[src/rtl/tlb_op_unit.sv]
// Sequencer for the LoongArch TLB management instructions (TLBSRCH/TLBRD/TLBWR/TLBFILL/INVTLB).
// Runs IDLE -> EXEC -> DONE per request. TLB drive is combinational in EXEC; the CSR update is registered into DONE.
module tlb_op_unit #(
    parameter int unsigned TLBNUM = 16
) (
    input  logic                      clk,
    input  logic                      resetn,
    input  logic                      op_valid,
    output logic                      op_ready,
    input  logic [2:0]                op_type,
    input  logic [4:0]                inv_op,
    input  logic [9:0]                inv_asid,
    input  logic [18:0]               inv_vppn,
    input  logic [$clog2(TLBNUM)-1:0] csr_index,
    input  logic [5:0]                csr_ps,
    input  logic                      csr_ne,
    input  logic [18:0]               csr_vppn,
    input  logic [9:0]                csr_asid,
    input  logic [31:0]               csr_elo0,
    input  logic [31:0]               csr_elo1,
    input  logic                      csr_refill,
    output logic                      s1_own,
    output logic [18:0]               s1_vppn,
    output logic [9:0]                s1_asid,
    output logic                      s1_va_bit12,
    input  logic                      s1_found,
    input  logic [$clog2(TLBNUM)-1:0] s1_index,
    output logic                      invtlb_valid,
    output logic [4:0]                invtlb_op,
    output logic                      we,
    output logic [$clog2(TLBNUM)-1:0] w_index,
    output logic [36:0]               w_hi,
    output logic [25:0]               w_lo0,
    output logic [25:0]               w_lo1,
    output logic [$clog2(TLBNUM)-1:0] r_index,
    input  logic [36:0]               r_hi,
    input  logic [25:0]               r_lo0,
    input  logic [25:0]               r_lo1,
    output logic                      upd_valid,
    output logic                      upd_idx_en,
    output logic [$clog2(TLBNUM)-1:0] upd_index,
    output logic                      upd_ne,
    output logic [5:0]                upd_ps,
    output logic                      upd_ehi_en,
    output logic [18:0]               upd_vppn,
    output logic                      upd_elo_en,
    output logic [31:0]               upd_elo0,
    output logic [31:0]               upd_elo1,
    output logic                      upd_asid_en,
    output logic [9:0]                upd_asid
);
    localparam int unsigned IW = $clog2(TLBNUM);
    localparam logic [2:0] OP_SRCH = 3'd0;
    localparam logic [2:0] OP_RD   = 3'd1;
    localparam logic [2:0] OP_WR   = 3'd2;
    localparam logic [2:0] OP_FILL = 3'd3;
    localparam logic [2:0] OP_INV  = 3'd4;

    typedef enum logic [1:0] {S_IDLE, S_EXEC, S_DONE} state_t;

    state_t          state, state_nxt;
    logic [2:0]      req_op;
    logic [4:0]      req_inv_op;
    logic [9:0]      req_inv_asid;
    logic [18:0]     req_inv_vppn;
    logic [IW-1:0]   req_index;
    logic [5:0]      req_ps;
    logic            req_ne;
    logic [18:0]     req_vppn;
    logic [9:0]      req_asid;
    logic [31:0]     req_elo0;
    logic [31:0]     req_elo1;
    logic            req_refill;
    logic [IW-1:0]   fill_ptr;
    logic            accept;
    logic            unused_elo_bits;

    // CSR ELO layout -> TLB lo bus layout and back
    function automatic logic [25:0] elo_to_lo(input logic [31:0] elo);
        return {elo[27:8], elo[3:2], elo[5:4], elo[1], elo[0]};
    endfunction

    function automatic logic [31:0] lo_to_elo(input logic [25:0] lo, input logic g);
        return {4'b0, lo[25:6], 1'b0, g, lo[3:2], lo[5:4], lo[1], lo[0]};
    endfunction

    assign accept          = op_valid && (state == S_IDLE);
    assign unused_elo_bits = ^{req_elo0[31:28], req_elo0[7], req_elo1[31:28], req_elo1[7]};

    always_ff @(posedge clk or negedge resetn) begin
        if (!resetn) state <= S_IDLE;
        else         state <= state_nxt;
    end

    // Request snapshot; later csr_* changes do not affect an accepted op
    always_ff @(posedge clk or negedge resetn) begin
        if (!resetn) begin
            req_op       <= '0;
            req_inv_op   <= '0;
            req_inv_asid <= '0;
            req_inv_vppn <= '0;
            req_index    <= '0;
            req_ps       <= '0;
            req_ne       <= 1'b0;
            req_vppn     <= '0;
            req_asid     <= '0;
            req_elo0     <= '0;
            req_elo1     <= '0;
            req_refill   <= 1'b0;
        end else if (accept) begin
            req_op       <= op_type;
            req_inv_op   <= inv_op;
            req_inv_asid <= inv_asid;
            req_inv_vppn <= inv_vppn;
            req_index    <= csr_index;
            req_ps       <= csr_ps;
            req_ne       <= csr_ne;
            req_vppn     <= csr_vppn;
            req_asid     <= csr_asid;
            req_elo0     <= csr_elo0;
            req_elo1     <= csr_elo1;
            req_refill   <= csr_refill;
        end
    end

    always_ff @(posedge clk or negedge resetn) begin
        if (!resetn) begin
            fill_ptr <= '0;
        end else if (state == S_DONE && req_op == OP_FILL) begin
            fill_ptr <= (fill_ptr == IW'(TLBNUM - 1)) ? '0 : fill_ptr + IW'(1);
        end
    end

    // Next state and TLB drive
    always_comb begin
        state_nxt    = state;
        op_ready     = 1'b0;
        s1_own       = 1'b0;
        s1_vppn      = '0;
        s1_asid      = '0;
        s1_va_bit12  = 1'b0;
        invtlb_valid = 1'b0;
        invtlb_op    = '0;
        we           = 1'b0;
        w_index      = '0;
        w_hi         = '0;
        w_lo0        = '0;
        w_lo1        = '0;
        r_index      = '0;
        case (state)
            S_IDLE: begin
                op_ready = 1'b1;
                if (op_valid) state_nxt = S_EXEC;
            end
            S_EXEC: begin
                state_nxt = S_DONE;
                case (req_op)
                    OP_SRCH: begin
                        s1_own  = 1'b1;
                        s1_vppn = req_vppn;
                        s1_asid = req_asid;
                    end
                    OP_RD: r_index = req_index;
                    OP_WR, OP_FILL: begin
                        we      = 1'b1;
                        w_index = (req_op == OP_FILL) ? fill_ptr : req_index;
                        w_hi    = {req_refill | ~req_ne, req_vppn, req_ps, req_asid,
                                   req_elo0[6] & req_elo1[6]};
                        w_lo0   = elo_to_lo(req_elo0);
                        w_lo1   = elo_to_lo(req_elo1);
                    end
                    OP_INV: begin
                        s1_own  = 1'b1;
                        s1_vppn = req_inv_vppn;
                        s1_asid = req_inv_asid;
                        if (req_inv_op <= 5'd6) begin
                            invtlb_valid = 1'b1;
                            invtlb_op    = req_inv_op;
                        end
                    end
                    default: ;
                endcase
            end
            S_DONE:  state_nxt = S_IDLE;
            default: state_nxt = S_IDLE;
        endcase
    end

    logic            nxt_valid, nxt_idx_en, nxt_ne, nxt_ehi_en, nxt_elo_en, nxt_asid_en;
    logic [IW-1:0]   nxt_index;
    logic [5:0]      nxt_ps;
    logic [18:0]     nxt_vppn;
    logic [31:0]     nxt_elo0, nxt_elo1;
    logic [9:0]      nxt_asid;

    // CSR update computed from EXEC-cycle TLB results; zero outside EXEC so DONE is a single pulse
    always_comb begin
        nxt_valid   = 1'b0;
        nxt_idx_en  = 1'b0;
        nxt_index   = '0;
        nxt_ne      = 1'b0;
        nxt_ps      = '0;
        nxt_ehi_en  = 1'b0;
        nxt_vppn    = '0;
        nxt_elo_en  = 1'b0;
        nxt_elo0    = '0;
        nxt_elo1    = '0;
        nxt_asid_en = 1'b0;
        nxt_asid    = '0;
        if (state == S_EXEC) begin
            nxt_valid = 1'b1;
            if (req_op == OP_SRCH) begin
                nxt_idx_en = 1'b1;
                nxt_ne     = ~s1_found;
                nxt_index  = s1_found ? s1_index : req_index;
            end else if (req_op == OP_RD) begin
                nxt_idx_en  = 1'b1;
                nxt_ehi_en  = 1'b1;
                nxt_elo_en  = 1'b1;
                nxt_asid_en = 1'b1;
                nxt_index   = req_index;
                if (r_hi[36]) begin
                    nxt_ps   = r_hi[16:11];
                    nxt_vppn = r_hi[35:17];
                    nxt_asid = r_hi[10:1];
                    nxt_elo0 = lo_to_elo(r_lo0, r_hi[0]);
                    nxt_elo1 = lo_to_elo(r_lo1, r_hi[0]);
                end else begin
                    nxt_ne = 1'b1;
                end
            end
        end
    end

    always_ff @(posedge clk or negedge resetn) begin
        if (!resetn) begin
            upd_valid   <= 1'b0;
            upd_idx_en  <= 1'b0;
            upd_index   <= '0;
            upd_ne      <= 1'b0;
            upd_ps      <= '0;
            upd_ehi_en  <= 1'b0;
            upd_vppn    <= '0;
            upd_elo_en  <= 1'b0;
            upd_elo0    <= '0;
            upd_elo1    <= '0;
            upd_asid_en <= 1'b0;
            upd_asid    <= '0;
        end else begin
            upd_valid   <= nxt_valid;
            upd_idx_en  <= nxt_idx_en;
            upd_index   <= nxt_index;
            upd_ne      <= nxt_ne;
            upd_ps      <= nxt_ps;
            upd_ehi_en  <= nxt_ehi_en;
            upd_vppn    <= nxt_vppn;
            upd_elo_en  <= nxt_elo_en;
            upd_elo0    <= nxt_elo0;
            upd_elo1    <= nxt_elo1;
            upd_asid_en <= nxt_asid_en;
            upd_asid    <= nxt_asid;
        end
    end
endmodule

[config.mk]
export PLATFORM = sky130hd
export DESIGN_NAME = tlb_op_unit
export DESIGN_NICKNAME = d
export VERILOG_FILES = /design/src/rtl/tlb_op_unit.sv
export SDC_FILE = /design/constraint.sdc
export NUM_CORES = 1
export LEC_CHECK = 0
export CORE_AREA = 5 5 187 189
export CTS_BUF_LIST = sky130_fd_sc_hd__clkbuf_4
export CTS_CLUSTER_SIZE = 10
export DETAILED_ROUTE_END_ITERATION = 16
export DIE_AREA = 0 0 192 194
export DONT_BUFFER_PORTS = 1
export SETUP_SLACK_MARGIN = 0.3
export SLEW_MARGIN = 20
export SYNTH_ARGS = -nofsm -noshare
export SYNTH_HDL_FRONTEND = slang
export SYNTH_SLANG_ARGS = --single-unit
[constraint.sdc]
create_clock -name clk -period 1.87 [get_ports clk]
set_clock_uncertainty 0.1 [all_clocks]
set_input_delay 0.0935 -clock clk [delete_from_list [all_inputs] [get_ports clk]]
set_output_delay 0.0935 -clock clk [all_outputs]
set_load 0.01 [all_outputs]
==> results of run 1 <==
[metrics by stage]
stage | hold slack (ps) | cells | worst slack (ps) | cell area, sq um | util
floorplan | -302 | 738 | 258 | 9710 | -
global placement | -297 | 1153 | 78.4 | 10200 | 0.308
detailed placement | -297 | 1153 | 61.3 | 10200 | 0.308
[logic make-up after synthesis]
family | Yosys count | share of synthesized area
and+or+nand+nor | 244 | 0.154
DFF | 234 | 0.607
muxes | 142 | 0.165
buffers and inverters | 70 | 0.0462
AOI/OAI and AO/OA | 33 | 0.0252
adders and majority gates | 1 | 0.00130
other | 1 | 0.000389
xor gates and xnor gates | 1 | 0.000909
==> summary.md, run 1 <==
| Metric | Value |
|---|---|
| Status | stopped before the end |
| Last step reached | clock tree synthesis (4_1_cts) |
| Error msg | [ERROR RSZ-0060] Max buffer count reached. |
| Port bufs | 0 |
| Commonest cells post-synth | dfrtp_1 (234), and2_1 (180), mux2_2 (134) |
| Clock Sinks | 234 |
| Netlist cell types | 32 |
| Synth Instances | 726 |
| Ys Warns | 0 |
| Top-count cell post-synth | dfrtp_1 |
| Die Ht | 194 um |
| Post-synth EDFFs | 0 |
| CTS buffer count | 57 |
| PostCTS Resize Cnt | 165 |
| H-tree Lvls | 2 |
| Number of synthesized register bits | 234 |
| GPL Wtd Cong | 0.748 |
| Row cnt | 67 |
| Sequential area share after synthesis | 0.607 |
| Clk root buf | clkbuf_4 |
| Top cell type's share of synthesized area | 0.607 |
| # IOs | 484 |
| Initial Util | 0.291 |
| Largest cells by area after synthesis | dfrtp_1 (61%), mux2_2 (16%), and2_1 (12%) |
| Fraction of registers with async set/reset | 1.00 |
| Chip width | 192 um |
| # hold bufs at CTS | 260 |
| Post-DP HPWL | 19000 um |
| Mapped cell area | 0.00964 sq mm |
| Clk buf depth | 3 |
| Post-CTS setup buffers | 29 |
| Largest area contributor in the netlist | dfrtp_1 |
| Syn Area/Cell | 13.3 sq um |
| Post-synth top flop | dfrtp_1 |
==> run 2: changes to the inputs <==
Settings changed: CORE_AREA 5 5 187 189 to unset, CORE_MARGIN set to 5, CORE_UTILIZATION set to 30, CTS_BUF_LIST sky130_fd_sc_hd__clkbuf_4 to unset, CTS_CLUSTER_SIZE 10 to unset, DIE_AREA 0 0 192 194 to unset, PLACE_DENSITY_LB_ADDON set to 0.15, SETUP_SLACK_MARGIN 0.3 to unset.
==> run 2 against run 1 <==
Compared with the run above:
- the flow now finishes, with violations (hold timing, setup timing)
- synthesized area did not move
- synthesized cell count did not move
==> summary.md, run 2 <==
| Metric | Value |
|---|---|
| Status | finished, violations left |
| Failing checks | hold timing, setup timing |
| GRT overflow | 0 |
| Layout cells sized above 1 | 0.413 |
| Die area | 0.0358 sq mm |
| Crit path time final | 2100 ps |
| Clk root buf | clkbuf_16 |
| FILL cells | 2763 |
| Clock Sinks | 234 (unchanged) |
| DRT Wirelength | 32000 um |
| Via count | 6625 |
| Final hold slack | -840 ps |
| Antenna fix cells | 0 |
| Most frequent cells in the layout | dfrtp_1 (231), dlygate4sd3_1 (227), mux2_2 (134), and2_4 (91), and2_1 (89) |
| Largest cells by area after synthesis | dfrtp_1 (61%), mux2_2 (16%), and2_1 (12%) |
| Mapped cell area | 0.00964 sq mm (unchanged) |
| Worst Setup End Kind | output port |
| Synth Instances | 726 (unchanged) |
| Cell total after placement | 1109 (-3.8%) |
| TritonCTS clock tree | done |
| Ys Warns | 0 (unchanged) |
| Clock latency on the worst-skew pair | 530 ps |
| Netlist cell types | 32 (unchanged) |
| First-pass GRT wire length | 45800 um |
| Final number of hold-violating endpoints | 234 |
| Slew Limit Fails | 0 |
| Pwr Density | 1040 mW/mm^2 |
| Largest regs | req_elo0: 27 flops, req_elo1: 27 flops, upd_elo1: 27 flops |
| Row cnt | 65 (-3.0%) |
| Top cell type's share of synthesized area | 0.607 (unchanged) |
| Commonest non-fill, non-tap cell in the layout | dfrtp_1 |
| Clock-pin slew on the worst setup and hold paths | 60 ps |
| Slew of the pin with the lowest slew margin | 920 ps |
| GPL Wtd Cong | 0.777 (+3.9%) |
| FMAX | 477 MHz |
| Fraction of registers with async set/reset | 1.00 (unchanged) |
| Vias in the first global route | 7412 |
| Clk buf depth | 3 (unchanged) |
| Final Cycle Share | 1.12 |
| Pre-antenna DRT Iters | 4 |
| Maximum vdd drop | 609 uV |
| Top-count cell post-synth | dfrtp_1 |
| Finish-stage setup viols | 130 |
| Wirelength per Cell | 22.4 um |
| Sequential area share after synthesis | 0.607 (unchanged) |
| CP Launch Type | flip-flop |
| P&R area growth vs syn | 50.7% |
| Largest net degree at the start of global routing | 235 |
| Worst Setup Path Type | reg -> out |
| Design area | 0.0145 sq mm |
| Post-synth top flop | dfrtp_1 |
| Antenna violations before repair | 0 |
| Leak | 0.00635 uW |
| Worst-path fanout max | 15 |
| Syn Area/Cell | 13.3 sq um (unchanged) |
| Remaining DRCs | 0 |
| # IOs | 484 (unchanged) |
| Chip width | 189 um (-1.4%) |
| Arrival @ worst endpoint | 1900 ps |
| Final worst setup slack | -226 ps |
| Nets | 1243 |
| CTS buffer count | 27 (-53%) |
| Vias/cell | 4.65 |
| Post-route ant nets | 0 |
| Core utilization of the finished layout | 0.459 |
| # hold bufs at CTS | 227 (-13%) |
| 1st-iter DRT viols | 190 |
| Placed cell area | 0.0101 sq mm (-0.88%) |
| Max-cap viol count | 0 |
| Die Ht | 189 um (-2.4%) |
| Post-synth EDFFs | 0 (unchanged) |
| Final Power | 15100 uW |
| Initial Util | 0.305 (+0.0136) |
| H-tree Lvls | 1 (-1) |
| Worst hold path class | in -> async |
| Slew HR | 0.387 |
| Number of synthesized register bits | 234 (unchanged) |
| Core box area | 0.0316 sq mm |
| Largest area contributor in the netlist | dfrtp_1 |
| Commonest cells post-synth | dfrtp_1 (234), and2_1 (180), mux2_2 (134) |
| R2R Setup Slk | 80 ps |
| RSZ-0062 raised after global routing | yes |
| Post-DP HPWL | 20400 um (+7.3%) |
| Worst Path Required | 1680 ps |
| Port bufs | 0 (unchanged) |
| Final std cells w/o fill | 1425 |
| Total track usage | 0.164 |
-- run 2: cell counts after synthesis --
Identical to the previous run, type by type.
-- run 2: final cells by class --
class	instances	area (sq um)	share of cell area
flip-flops and latches	234	5860	0.403
multi-input cells	434	3960	0.273
repair buffers	298	3260	0.224
clock buffers	32	714	0.0492
well taps	402	503	0.0346
clock inverters	17	175	0.0121
inverters	7	41.3	0.00284
repair inverters	1	16.3	0.00112
-- run 2: metrics by stage --
step	TNS (ps)	worst slack, ps	hold slack (ps)
after floorplan	0	143	-302
after global placement	0	98.7	-293
after detailed placement	0	58.3	-293
after CTS	-24250	-272	-871
after global routing	-28980	-327	-876
final	-18430	-226	-840
-- run 2: metal layers --
| layer | global-route usage | routed length (um) | vias up |
|---|---|---|---|
| met5 | 0 | 0 | - |
| met4 | 0.0551 | 1040 | 0 |
| met3 | 0.0572 | 2740 | 62 |
| met2 | 0.288 | 16100 | 339 |
| met1 | 0.187 | 12000 | 3288 |
| li1 | - | - | 2936 |
-- run 2: worst paths after layout --
kind | endpoint | start | cells past startpoint
setup / recovery | w_lo0[6] | req_op[1]$_DFFE_PN0P_ | 6
hold / removal | req_inv_vppn[1]$_DFFE_PN0P_ | resetn | 0
setup reg to reg | upd_elo1[25]$_DFF_PN0_ | req_op[1]$_DFFE_PN0P_ | 6
hold reg to reg | req_elo0[0]$_DFFE_PN0P_ | req_elo0[0]$_DFFE_PN0P_ | 1
max in group asynchronous | fill_ptr[1]$_DFFE_PN0P_ | resetn | 0
min in group clk | upd_elo0[18]$_DFF_PN0_ | r_hi[36] | 3
-- run 2: cell families (layout without fill, tap and decap cells) --
| kind of cell | after synthesis | in the layout | share of synthesized area |
|---|---|---|---|
| XOR/XNOR | 1 | 1 | 0.000909 |
| AND/OR/NAND/NOR | 244 | 244 | 0.154 |
| other | 1 | 13 | 0.000389 |
| flip-flops | 234 | 234 | 0.607 |
| adder cells (fa/ha/maj) | 1 | 1 | 0.00130 |
| AO/OA/AOI/OAI | 33 | 33 | 0.0252 |
| multiplexers | 142 | 142 | 0.165 |
| buffers and inverters | 70 | 355 | 0.0462 |
-- run 2: timing repair --
| item | in CTS | in global routing |
|---|---|---|
| gates cloned | 9 | 6 |
| buffers inserted | 11 | 19 |
| endpoints found under the hold margin | 460 | 234 |
| gates resized for setup | 151 | 69 |
| pin swaps | 19 | 53 |
| setup endpoints to repair | 132 | 203 |
-- run 2: critical path, cell delays in order, from the launching register on --
cell	delay (ps)
dfrtp_2	470
buf_6	150
nand3b_4	140
clkinv_8	130
buf_12	150
buf_16	140
and2_4	180
-- run 2: power by group --
group	internal [uW]	switching, uW
clock network	3140	2110
registers	5890	673
logic	1940	1310
total	11000	4100
Power figures use the tool's default switching activity.
